==> config.mk <==
export PLATFORM = sky130hd
export DESIGN_NAME = joypad_poll_ctrl
export DESIGN_NICKNAME = d
export VERILOG_FILES = /design/src/rtl/joypad_poll_ctrl_pkg.sv /design/src/rtl/joypad_poll_ctrl_sync2.sv /design/src/rtl/joypad_poll_ctrl.sv
export SDC_FILE = /design/constraint.sdc
export NUM_CORES = 1
export LEC_CHECK = 0
export ABC_AREA = 0
export CORE_ASPECT_RATIO = 1.1
export CORE_MARGIN = 2
export CORE_UTILIZATION = 58
export CTS_BUF_LIST = sky130_fd_sc_hd__clkbuf_16
export DETAILED_ROUTE_END_ITERATION = 7
export PLACE_DENSITY_LB_ADDON = 0.12
export SETUP_SLACK_MARGIN = 0.4
export SLEW_MARGIN = 5
export SYNTH_ARGS = -nofsm -noshare
export SYNTH_HDL_FRONTEND = slang
export SYNTH_SLANG_ARGS = --single-unit
export TNS_END_PERCENT = 100
==> constraint.sdc <==
create_clock -name clock -period 2.95 [get_ports clock]
set_clock_uncertainty 0.1 [all_clocks]
set_input_delay 0.59 -clock clock [delete_from_list [all_inputs] [get_ports clock]]
set_output_delay 0.59 -clock clock [all_outputs]
set_load 0.1 [all_outputs]
==> src/rtl/joypad_poll_ctrl_pkg.sv <==
// Shared constants for the joypad controller: P1 address, button bit indices,
// FSM encodings and the P1 nibble mux used by the register read view.
package joypad_poll_ctrl_pkg;

   localparam logic [15:0] P1_ADDR = 16'hFF00;

   localparam int BTN_A      = 0;
   localparam int BTN_B      = 1;
   localparam int BTN_SELECT = 2;
   localparam int BTN_START  = 3;
   localparam int BTN_UP     = 4;
   localparam int BTN_DOWN   = 5;
   localparam int BTN_LEFT   = 6;
   localparam int BTN_RIGHT  = 7;

   localparam logic [2:0] ST_IDLE     = 3'd0;
   localparam logic [2:0] ST_LATCH    = 3'd1;
   localparam logic [2:0] ST_PULSE_HI = 3'd2;
   localparam logic [2:0] ST_PULSE_LO = 3'd3;
   localparam logic [2:0] ST_DONE     = 3'd4;

   // Active-low nibble: a cleared sel bit enables its group onto the nibble.
   function automatic logic [3:0] p1_nib(input logic [1:0] sel, input logic [7:0] b);
      logic [3:0] dir;
      logic [3:0] btn;
      logic [3:0] nib;
      dir = ~{b[BTN_DOWN], b[BTN_UP], b[BTN_LEFT], b[BTN_RIGHT]};
      btn = ~{b[BTN_START], b[BTN_SELECT], b[BTN_B], b[BTN_A]};
      nib = 4'hF;
      if (!sel[0]) nib = nib & dir;
      if (!sel[1]) nib = nib & btn;
      return nib;
   endfunction

endpackage

==> src/rtl/joypad_poll_ctrl_sync2.sv <==
// Two-flop synchronizer for asynchronous header inputs, with a selectable
// reset level so idle-high lines do not glitch low out of reset.
module sync2 #(
   parameter logic RST_VAL = 1'b1
) (
   input  logic clock,
   input  logic reset,
   input  logic d,
   output logic q
);

   logic meta;

   always_ff @(posedge clock or posedge reset) begin
      if (reset) begin
         meta <= RST_VAL;
         q    <= RST_VAL;
      end else begin
         meta <= d;
         q    <= meta;
      end
   end

endmodule

==> src/rtl/joypad_poll_ctrl.sv <==
// Polls an NES-style serial pad on the header and presents the result through
// the Game Boy P1/JOYP register view, with a falling-edge joypad interrupt.
module joypad_poll_ctrl
   import joypad_poll_ctrl_pkg::*;
#(
   parameter int HALF_CYC    = 4,
   parameter int POLL_PERIOD = 200,
   parameter int NUM_BITS    = 8
) (
   input  logic                clock,
   input  logic                reset,
   output logic                latch,
   output logic                pulse,
   input  logic                data,
   input  logic                p1_we,
   input  logic [1:0]          p1_wdata,
   output logic [7:0]          p1_rdata,
   output logic [NUM_BITS-1:0] buttons,
   output logic                poll_done,
   output logic                joypad_irq
);

   localparam int PH_W  = $clog2(2*HALF_CYC);
   localparam int IDX_W = $clog2(NUM_BITS);
   localparam int CNT_W = $clog2(POLL_PERIOD);
   localparam int NV    = (NUM_BITS < 8) ? NUM_BITS : 8;

   localparam logic [PH_W-1:0]  LATCH_LAST = PH_W'(2*HALF_CYC-1);
   localparam logic [PH_W-1:0]  HALF_LAST  = PH_W'(HALF_CYC-1);
   localparam logic [IDX_W-1:0] IDX_LAST   = IDX_W'(NUM_BITS-1);
   localparam logic [CNT_W-1:0] CNT_LAST   = CNT_W'(POLL_PERIOD-1);

   logic                data_s;
   logic [CNT_W-1:0]    poll_cnt;
   logic [2:0]          state;
   logic [PH_W-1:0]     phase;
   logic [IDX_W-1:0]    idx;
   logic [IDX_W-1:0]    samp_idx;
   logic                samp;
   logic                poll_start;
   logic [NUM_BITS-1:0] shift;
   logic [1:0]          sel;
   logic [7:0]          btn8;
   logic [3:0]          nib;
   logic [3:0]          prev_nib;

   sync2 #(.RST_VAL(1'b1)) u_sync_data (
      .clock (clock),
      .reset (reset),
      .d     (data),
      .q     (data_s)
   );

   always_ff @(posedge clock or posedge reset) begin
      if (reset)                 poll_cnt <= '0;
      else if (poll_cnt == CNT_LAST) poll_cnt <= '0;
      else                       poll_cnt <= poll_cnt + 1'b1;
   end

   // A start that arrives while a poll is still running is simply dropped.
   assign poll_start = (poll_cnt == CNT_LAST) && (state == ST_IDLE);

   always_ff @(posedge clock or posedge reset) begin
      if (reset) begin
         state <= ST_IDLE;
         phase <= '0;
         idx   <= '0;
      end else begin
         case (state)
            ST_IDLE: begin
               phase <= '0;
               if (poll_start) state <= ST_LATCH;
            end
            ST_LATCH: begin
               if (phase == LATCH_LAST) begin
                  state <= ST_PULSE_HI;
                  phase <= '0;
                  idx   <= IDX_W'(1);
               end else begin
                  phase <= phase + 1'b1;
               end
            end
            ST_PULSE_HI: begin
               if (phase == HALF_LAST) begin
                  state <= ST_PULSE_LO;
                  phase <= '0;
               end else begin
                  phase <= phase + 1'b1;
               end
            end
            ST_PULSE_LO: begin
               if (phase == HALF_LAST) begin
                  phase <= '0;
                  if (idx == IDX_LAST) begin
                     state <= ST_DONE;
                  end else begin
                     idx   <= idx + 1'b1;
                     state <= ST_PULSE_HI;
                  end
               end else begin
                  phase <= phase + 1'b1;
               end
            end
            ST_DONE:  state <= ST_IDLE;
            default:  state <= ST_IDLE;
         endcase
      end
   end

   assign latch     = (state == ST_LATCH);
   assign pulse     = (state == ST_PULSE_HI);
   assign poll_done = (state == ST_DONE);

   // Bit 0 is valid while latch is high; later bits on the last low half of each pulse.
   assign samp     = ((state == ST_LATCH) && (phase == LATCH_LAST)) ||
                     ((state == ST_PULSE_LO) && (phase == HALF_LAST));
   assign samp_idx = (state == ST_LATCH) ? '0 : idx;

   always_ff @(posedge clock) begin
      if (samp) shift[samp_idx] <= data_s;
   end

   always_ff @(posedge clock or posedge reset) begin
      if (reset)                  buttons <= '0;
      else if (state == ST_DONE)  buttons <= ~shift;
   end

   always_ff @(posedge clock or posedge reset) begin
      if (reset)      sel <= 2'b11;
      else if (p1_we) sel <= p1_wdata;
   end

   always_comb begin
      btn8         = '0;
      btn8[NV-1:0] = buttons[NV-1:0];
   end

   assign nib      = p1_nib(sel, btn8);
   assign p1_rdata = {2'b11, sel, nib};

   always_ff @(posedge clock or posedge reset) begin
      if (reset) begin
         prev_nib   <= 4'hF;
         joypad_irq <= 1'b0;
      end else begin
         prev_nib   <= nib;
         joypad_irq <= |(prev_nib & ~nib);
      end
   end

endmodule

==> results.md <==
- Status: finished, violations left
- Failing checks: DRC
- Largest area contributor in the netlist: dfrtp_1
- Fin cells: 236
- Crit path capture type: output pin
- RD Place Congestion: 0.799
- CP Cell Sequence: or3b_1 -> inv_2 -> buf_12
- Hpwl dp: 2350 um
- Core Footprint: 3100 sq um
- Initial Util: 61.6%
- CP max stage delay: 640 ps
- Die width: 58.7 um
- Worst-margin pin slew: 501 ps
- Clock transition at path regs: 60 ps
- GRT overflow: 0
- RSZ-0062 raised after global routing: no
- Number of synthesized flops with an enable pin: 8
- N_diodes: 0
- Area Growth Syn to Fin: 21.3%
- Critical path's top delay family: simple AND/OR/NAND/NOR gates
- Startpoint types: flop
- Setup tns final: 0 ps
- Distinct cell type count of the synthesized netlist: 37
- Cell row count: 21
- Final period util: 83.2%
- Later-pin clock latency in the skew report: 280 ps
- YS warnings: 0
- Critical Path AT: 1760 ps
- Post-CTS Hold Fix Bufs: 0
- Leakage power: 1.03 nW
- Worst Path Max Fanout: 17
- Seq cells post-synth: 42
- Fin. max-slew vios: 0
- Max-Cap Viols: 0
- Worst slew margin: 66.6%
- Die area: 3770 sq um
- Pin count of the biggest net entering global routing: 35
- VDD IR max: 301 uV
- Total CTS buffers: 5
- Pre-antenna DRT Iters: 6
- Hold crit path type: reg2reg
- Vias in the first global route: 1316
- Initial antenna violation count: 0
- Antenna-violating nets left: 0
- Proportion of layout cells with a drive suffix above 1: 20.8%
- Tmin final: 2450 ps
- I/O Buffers: 23
- Detailed Route WL: 3430 um
- Predominant post-synthesis flop cell: dfrtp_1
- Top cells by area, synth: dfrtp_1 34%, edfxtp_1 13%, dfstp_2 11%
- Vias per inst: 5.60
- Mapped cell area: 1910 sq um
- Final Util: 74.7%
- Avg WL per Cell: 14.5 um
- Avg Synthesized Cell Area: 10.8 sq um
- Register area share after synthesis: 57.7%
- Fmax: 408 MHz
- # IOs: 26
- Longest Clk Path Bufs: 2
- Die height: 64.2 um
- Total vias in the final route: 1322
- Final-stage net count: 214
- Most frequent cell after synthesis: dfrtp_1
- Root Driver: clkbuf_16
- DR iter-0 viols: 90
- Tot GR Track Use: 21.4%
- Synth top area share: 34.1%
- WS Path Type: reg2out
- Post-Place Cells: 228
- H-tree depth: 2
- Post-Synthesis Cells: 176
- CP max stage cell: or3b_1
- FFs w/ async S/R, synth: 81.0%
- CTS Sinks: 42
- Resize count post-CTS: 0
- First-pass GRT wire length: 5960 um
- Top cells by count, synth: 26 x dfrtp_1, 23 x nand2_1, 13 x nor2_1
- Power Density: 527 nW/um^2
- Post-CTS setup buffers: 0
- Residual DRC: 4
- CTS tree: built
- Fin. Hold Viols: 0
- WP data required: 2260 ps
- Worst Path Buf+Inv: 2
- Finish-stage setup viols: 0
==> placed cells by master (no fill, tap or decap), types with 3 or more instances in the layout <==
cell type	n
dfstp_2	8
clkbuf_16	6
o21ai_0	8
ha_1	7
xor2_1	3
edfxtp_1	8
nor2b_1	11
clkdlybuf4s50_1	5
nand3_1	4
mux2i_1	3
nor2_1	8
nand2_1	23
dfrtp_1	26
nor2_4	4
mux2_1	3
inv_1	10
nor3_1	4
nand2b_1	3
o21ai_1	10
buf_4	18
a21oi_1	4
==> layer usage <==
layer  global-route usage (%)  share of wire, %  wire, um  vias up
li1                         -                 -         -      651
met5                        0                 0         0        -
met3                     7.09               5.4       185       10
met1                     25.3                42      1430      618
met4                     9.38               2.0        70        0
met2                     35.0                51      1740       43
==> final timing paths <==
path / startpoint / endpoint / slack [ps] / cells after the start
worst max-delay path: state[1]$_DFFE_PP0P_ / poll_done / 500 / 3
worst min-delay path: u_sync_data.meta$_DFF_PP1_ / u_sync_data.q$_DFF_PP1_ / 250 / 0
worst max register to register: idx[0]$_DFFE_PP0P_ / idx[0]$_DFFE_PP0P_ / 1050 / 5
worst min register to register: u_sync_data.meta$_DFF_PP1_ / u_sync_data.q$_DFF_PP1_ / 250 / 0
max in group asynchronous: reset / u_sync_data.q$_DFF_PP1_ / 1810 / 3
min in group asynchronous: reset / phase[1]$_DFFE_PP0P_ / 610 / 3
==> sequential cells by signal, indices dropped and copies added, names as in the netlist <==
name	cells
prev_nib	4
u_sync_data.q	1
u_sync_data.meta	1
buttons	8
idx	3
phase	3
shift	8
state	3
joypad_irq	1
sel	2
poll_cnt	8
==> metrics by stage <==
stage               hold slack [ps]  setup WS, ps  area, sq um  power, mW
CTS                             256           497         2320       1.23
floorplan                       245           475         1950      0.657
detailed placement              248           800         2160      0.672
finish                          255           496         2320       1.22
global placement                247           833         2160      0.671
global route                    262           403         2320       1.26
==> layout make-up <==
class	count	area, sq um
Multi-Input combinational cell	119	776
Inverter	9	33.8
Clock inverter	2	7.51
Fill cell	217	785
Tap cell	34	42.5
Sequential cell	42	1100
Timing Repair Buffer	24	205
Clock buffer	6	150
==> logic make-up (layout without fill, tap and decap cells) <==
logic type | after synthesis | count (layout) | share of synthesized area (%)
AOI/OAI and AO/OA | 27 | 27 | 8.06
adders and majority gates | 7 | 7 | 4.59
and+or+nand+nor | 73 | 73 | 20.4
buffers and inverters | 16 | 41 | 3.87
muxes | 6 | 6 | 3.34
other | 1 | 2 | 0.196
xor gates and xnor gates | 4 | 4 | 1.84
DFF | 42 | 42 | 57.7
==> where the power goes <==
group	switching, mW	internal, mW
Sequential	0.00625	0.600
Combinational	0.0434	0.0119
Clock	0.201	0.358
No activity file was read; power rests on OpenSTA's default activity.
==> variant 1, RTL diff (same flow settings) <==
Register the input `data` before use. The logic sees it one clock later. The other inputs are not delayed to match.
--- a/src/rtl/joypad_poll_ctrl.sv
+++ b/src/rtl/joypad_poll_ctrl.sv
@@ -30,6 +30,12 @@
    localparam logic [IDX_W-1:0] IDX_LAST   = IDX_W'(NUM_BITS-1);
    localparam logic [CNT_W-1:0] CNT_LAST   = CNT_W'(POLL_PERIOD-1);
 
+   logic data_q;
+
+   always_ff @(posedge clock) begin
+      data_q <= data;
+   end
+
    logic                data_s;
    logic [CNT_W-1:0]    poll_cnt;
    logic [2:0]          state;
@@ -47,7 +53,7 @@
    sync2 #(.RST_VAL(1'b1)) u_sync_data (
       .clock (clock),
       .reset (reset),
-      .d     (data),
+      .d     (data_q),
       .q     (data_s)
    );
 
Behaviour: no difference found for any inputs over 10 cycles, from zero or initial values and one cycle with reset high; that may be too few to reach the edited logic, so the function may still have changed.
==> variant 1 against the original RTL <==
Sequential cell count up 1; design area up 1.8%; sequential share of layout area about the same; power up 5.3%; largest power group unchanged; sequential power up 2%; final cell count up 1.3%; setup slack better by 0.0037 ns; synthesized area up 1.6%; non-clock buffer count unchanged; highest routed layer unchanged; wire length down 9.7%.
==> variant 1: results (changes against the original RTL) <==
- The run finished with clean final reports.
- The global-route met2 utilization is 30.7% (-4.3 points).
- The non-clock buffer share of cell area is 8.70% (-0.16 points).
- The routability congestion estimate from global placement is 0.810 (+1.4%).
- The routed length on met1 came to 1370 microns (-4.1%).
- The clock group power is 0.610 mW (+9.1%).
- The standby leakage power is 1.07 nW (+3.3%).
- The DRC violation total after the first TritonRoute iteration is 51 (-43%).
- The die width was 59.2 microns (+0.76%).
- The number of placed instances, taps included was 231 (+1.3%).
- The share of synthesized flip-flops with an asynchronous set or reset is 79.1% (-1.9 points).
- The detailed-router iteration count before antenna repair is 4 (-2).
- The portion of total power attributed to combinational logic is 4.3% (-0.2 points).
- The post-place setup slack is 0.801 ns (+0.00116 ns).
- The area taken by multi-input logic gates is 787 sq um (+1.5%).
- The distinct cell type count of the synthesized netlist is 40 (+8.1%).
- The wire length reported by the detailed router is 3100 microns (-9.7%).
- The fraction of standard cell area in multi-input logic was 33.4% (-0.11 points).
- The ratio of cells with drive above 1 in the final layout is 23.6% (+2.9 points).
- The final worst slack is 0.500 ns (+0.00369 ns).
- The slack of the worst reg-to-reg path is 1.07 ns (+0.02 ns).
- The sequential-to-total area share from yosys stat is 57.8% (+0.10 points).
- The post-detailed-route via-to-cell ratio came to 5.59 (-0.28%).
- The global-route wire length before repair is 5440 microns (-8.8%).
- The number of inserted filler cells in the final layout is 238 (+9.7%).
- The mean instance size in the synthesized netlist is 11.0 sq um (+1.1%).
- The instance area at placement is 0.00219 sq mm (+1.6%).
- The worst ir drop on vdd was 0.532 mV (+77%).
- The met2 wirelength from detailed routing came to 1520 microns (-13%).
- The all-layer global routing usage is 19.0% (-2.4 points).
- The internal power is 1.02 mW (+5.4%).
- The routed length on met3 came to 116 microns (-37%).
- The worst-case headroom to the max-slew limit was 66.1% (-0.56 points).
- The number of sinks on the clock net is 43 (+2.4%).
- The final-stage net count is 215 (+0.47%).
- The commonest cells after synthesis are dfrtp_1, nand2_1, nor2_1.
- The sequential share of cell area is 47.6% (about the same).
- The final hold slack is 0.195 ns (-0.0595 ns).
- The switching part of the total power was 20.5% (-0.070 points).
[variant 1: path summary, 6_finish.rpt]
kind | from | to | depth (start not counted)
max in group asynchronous | reset | prev_nib[0] | 3
min in group asynchronous | reset | poll_cnt[6] | 3
setup / recovery | state[1] | poll_done | 3
setup reg to reg | idx[0] | idx[0] | 5
hold reg to reg | data_q | u_sync_data.meta | 0
hold / removal | data_q | u_sync_data.meta | 0
[variant 1: logic make-up (layout without fill, tap and decap cells)]
| group | count (synthesis) | after routing | share of synthesized area (%) |
|---|---|---|---|
| AND/OR/NAND/NOR | 73 | 73 | 20.7 |
| buffers and inverters | 16 | 41 | 3.80 |
| adder cells (fa/ha/maj) | 7 | 7 | 4.51 |
| other | 1 | 2 | 0.193 |
| XOR/XNOR | 4 | 4 | 1.81 |
| multiplexers | 6 | 6 | 3.29 |
| flip-flops | 43 | 43 | 57.8 |
| AO/OA/AOI/OAI | 27 | 27 | 7.93 |
==> variant 2, RTL diff (config.mk and constraints unchanged) <==
Without the edit above. The package constant `BTN_UP` goes from 4 to 2.
--- a/src/rtl/joypad_poll_ctrl_pkg.sv
+++ b/src/rtl/joypad_poll_ctrl_pkg.sv
@@ -8,7 +8,7 @@
    localparam int BTN_B      = 1;
    localparam int BTN_SELECT = 2;
    localparam int BTN_START  = 3;
-   localparam int BTN_UP     = 4;
+   localparam int BTN_UP     = 2;
    localparam int BTN_DOWN   = 5;
    localparam int BTN_LEFT   = 6;
    localparam int BTN_RIGHT  = 7;
Behaviour: no difference found for any inputs over 10 cycles, from zero or initial values and one cycle with reset high; that may be too few to reach the edited logic, so the function may still have changed.
==> variant 2 against the original RTL <==
The flow still finishes with violations (DRC); combinational power is 2% higher; first-iteration DRC count down 27%; setup slack better by 0.15 ns; power grew 0.24%; sequential cell count stayed put; design area is 0.38% lower; synthesized area decreased by 0.46%; sequential power hardly changed; wire length decreased by 8.5%; critical endpoint unchanged; largest cell class unchanged.
==> variant 2: results (changes against the original RTL) <==
- The checks that failed: DRC.
- The share of synthesized cell area in full adder, half adder and majority cells is 4.61% (+0.021 points).
- Tracing the worst setup path back leads to its startpoint at state[2].
- The number of inserted filler cells in the final layout is 208 (-4.1%).
- The global-route met2 utilization was 32.9% (-2.1 points).
- The global-route wire length before repair is 5550 microns (-6.9%).
- Counting instances in the post-synthesis netlist gives the leading cell types as dfrtp_1, nand2_1, nor2_1.
- The standby leakage power is 1.03 nW (-0.59%).
- Ranked by total cell area, the synthesized netlist is headed by dfrtp_1, edfxtp_1, dfstp_2.
- The compound-gate portion of the synthesized area was 7.83% (-0.23 points).
- The biggest cell delay along the critical path is 0.52 ns (-0.12 ns).
- The met2 wirelength from detailed routing came to 1590 microns (-9.0%).
- The cell with the largest stage delay on the worst path is dfrtp_1.
- The number of global-route vias before repair is 1,265 (-3.9%).
- The post-DP HPWL is 2220 microns (-5.4%).
- The largest delay contributor family on the critical path is flip-flops.
- The post-detailed-route via-to-cell ratio is 5.52 (-1.4%).
- The wire length reported by the detailed router was 3140 microns (-8.5%).
- The post-place setup slack is 0.928 ns (+0.129 ns).
- The final routed DRC violation total is 3 (-1).
- The final hold slack is 0.255 ns (+0.000251 ns).
- The met3 demand-to-capacity share in global routing is 6.07% (-1.0 points).
- The worst ir drop on vdd is 0.401 mV (+33%).
- The met1 capacity usage during global routing is 23.8% (-1.5 points).
- The flow ran to the end, but the final reports show violations.
- The all-layer global routing usage is 19.7% (-1.7 points).
- The final worst slack was 0.643 ns (+0.147 ns).
- The DRC violation total after the first TritonRoute iteration is 66 (-27%).
- The xor-xnor portion of the synthesized cell area is 1.84% (+0.0085 points).
- The routability congestion estimate from global placement is 0.783 (-1.9%).
- The sequential-to-total area share from yosys stat is 57.9% (+0.27 points).
variant 2: cell count changes in the layout (fill, tap and decap cells not counted):
| cell | unedited run | this run |
|---|---|---|
| buf_4 | 18 | 19 |
| clkinv_1 | 0 | 1 |
| inv_1 | 10 | 9 |
| nand2_1 | 23 | 25 |
| nand3_1 | 4 | 5 |
| nor2_4 | 4 | 3 |
| nor2b_1 | 11 | 9 |
| o21ai_0 | 8 | 7 |
variant 2: layout make-up:
cell class	count	area share [%]
multi-input cells	118	32.9
clock inverters	2	0.325
clock buffers	6	6.51
repair buffers	25	9.22
inverters	9	1.46
well taps	34	1.84
flip-flops and latches	42	47.7
variant 2: power breakdown:
group | switching [mW] | internal (mW) | total (mW)
Clock | 0.203 | 0.358 | 0.562
Sequential | 0.00548 | 0.599 | 0.605
Combinational | 0.0444 | 0.0122 | 0.0566
variant 2: cell families after synthesis:
family,after synthesis
mux,6
compound gates,26
xor+xnor,4
other cells,1
flops,42
fa+ha+maj,7
buf+inv,16
simple gates,73
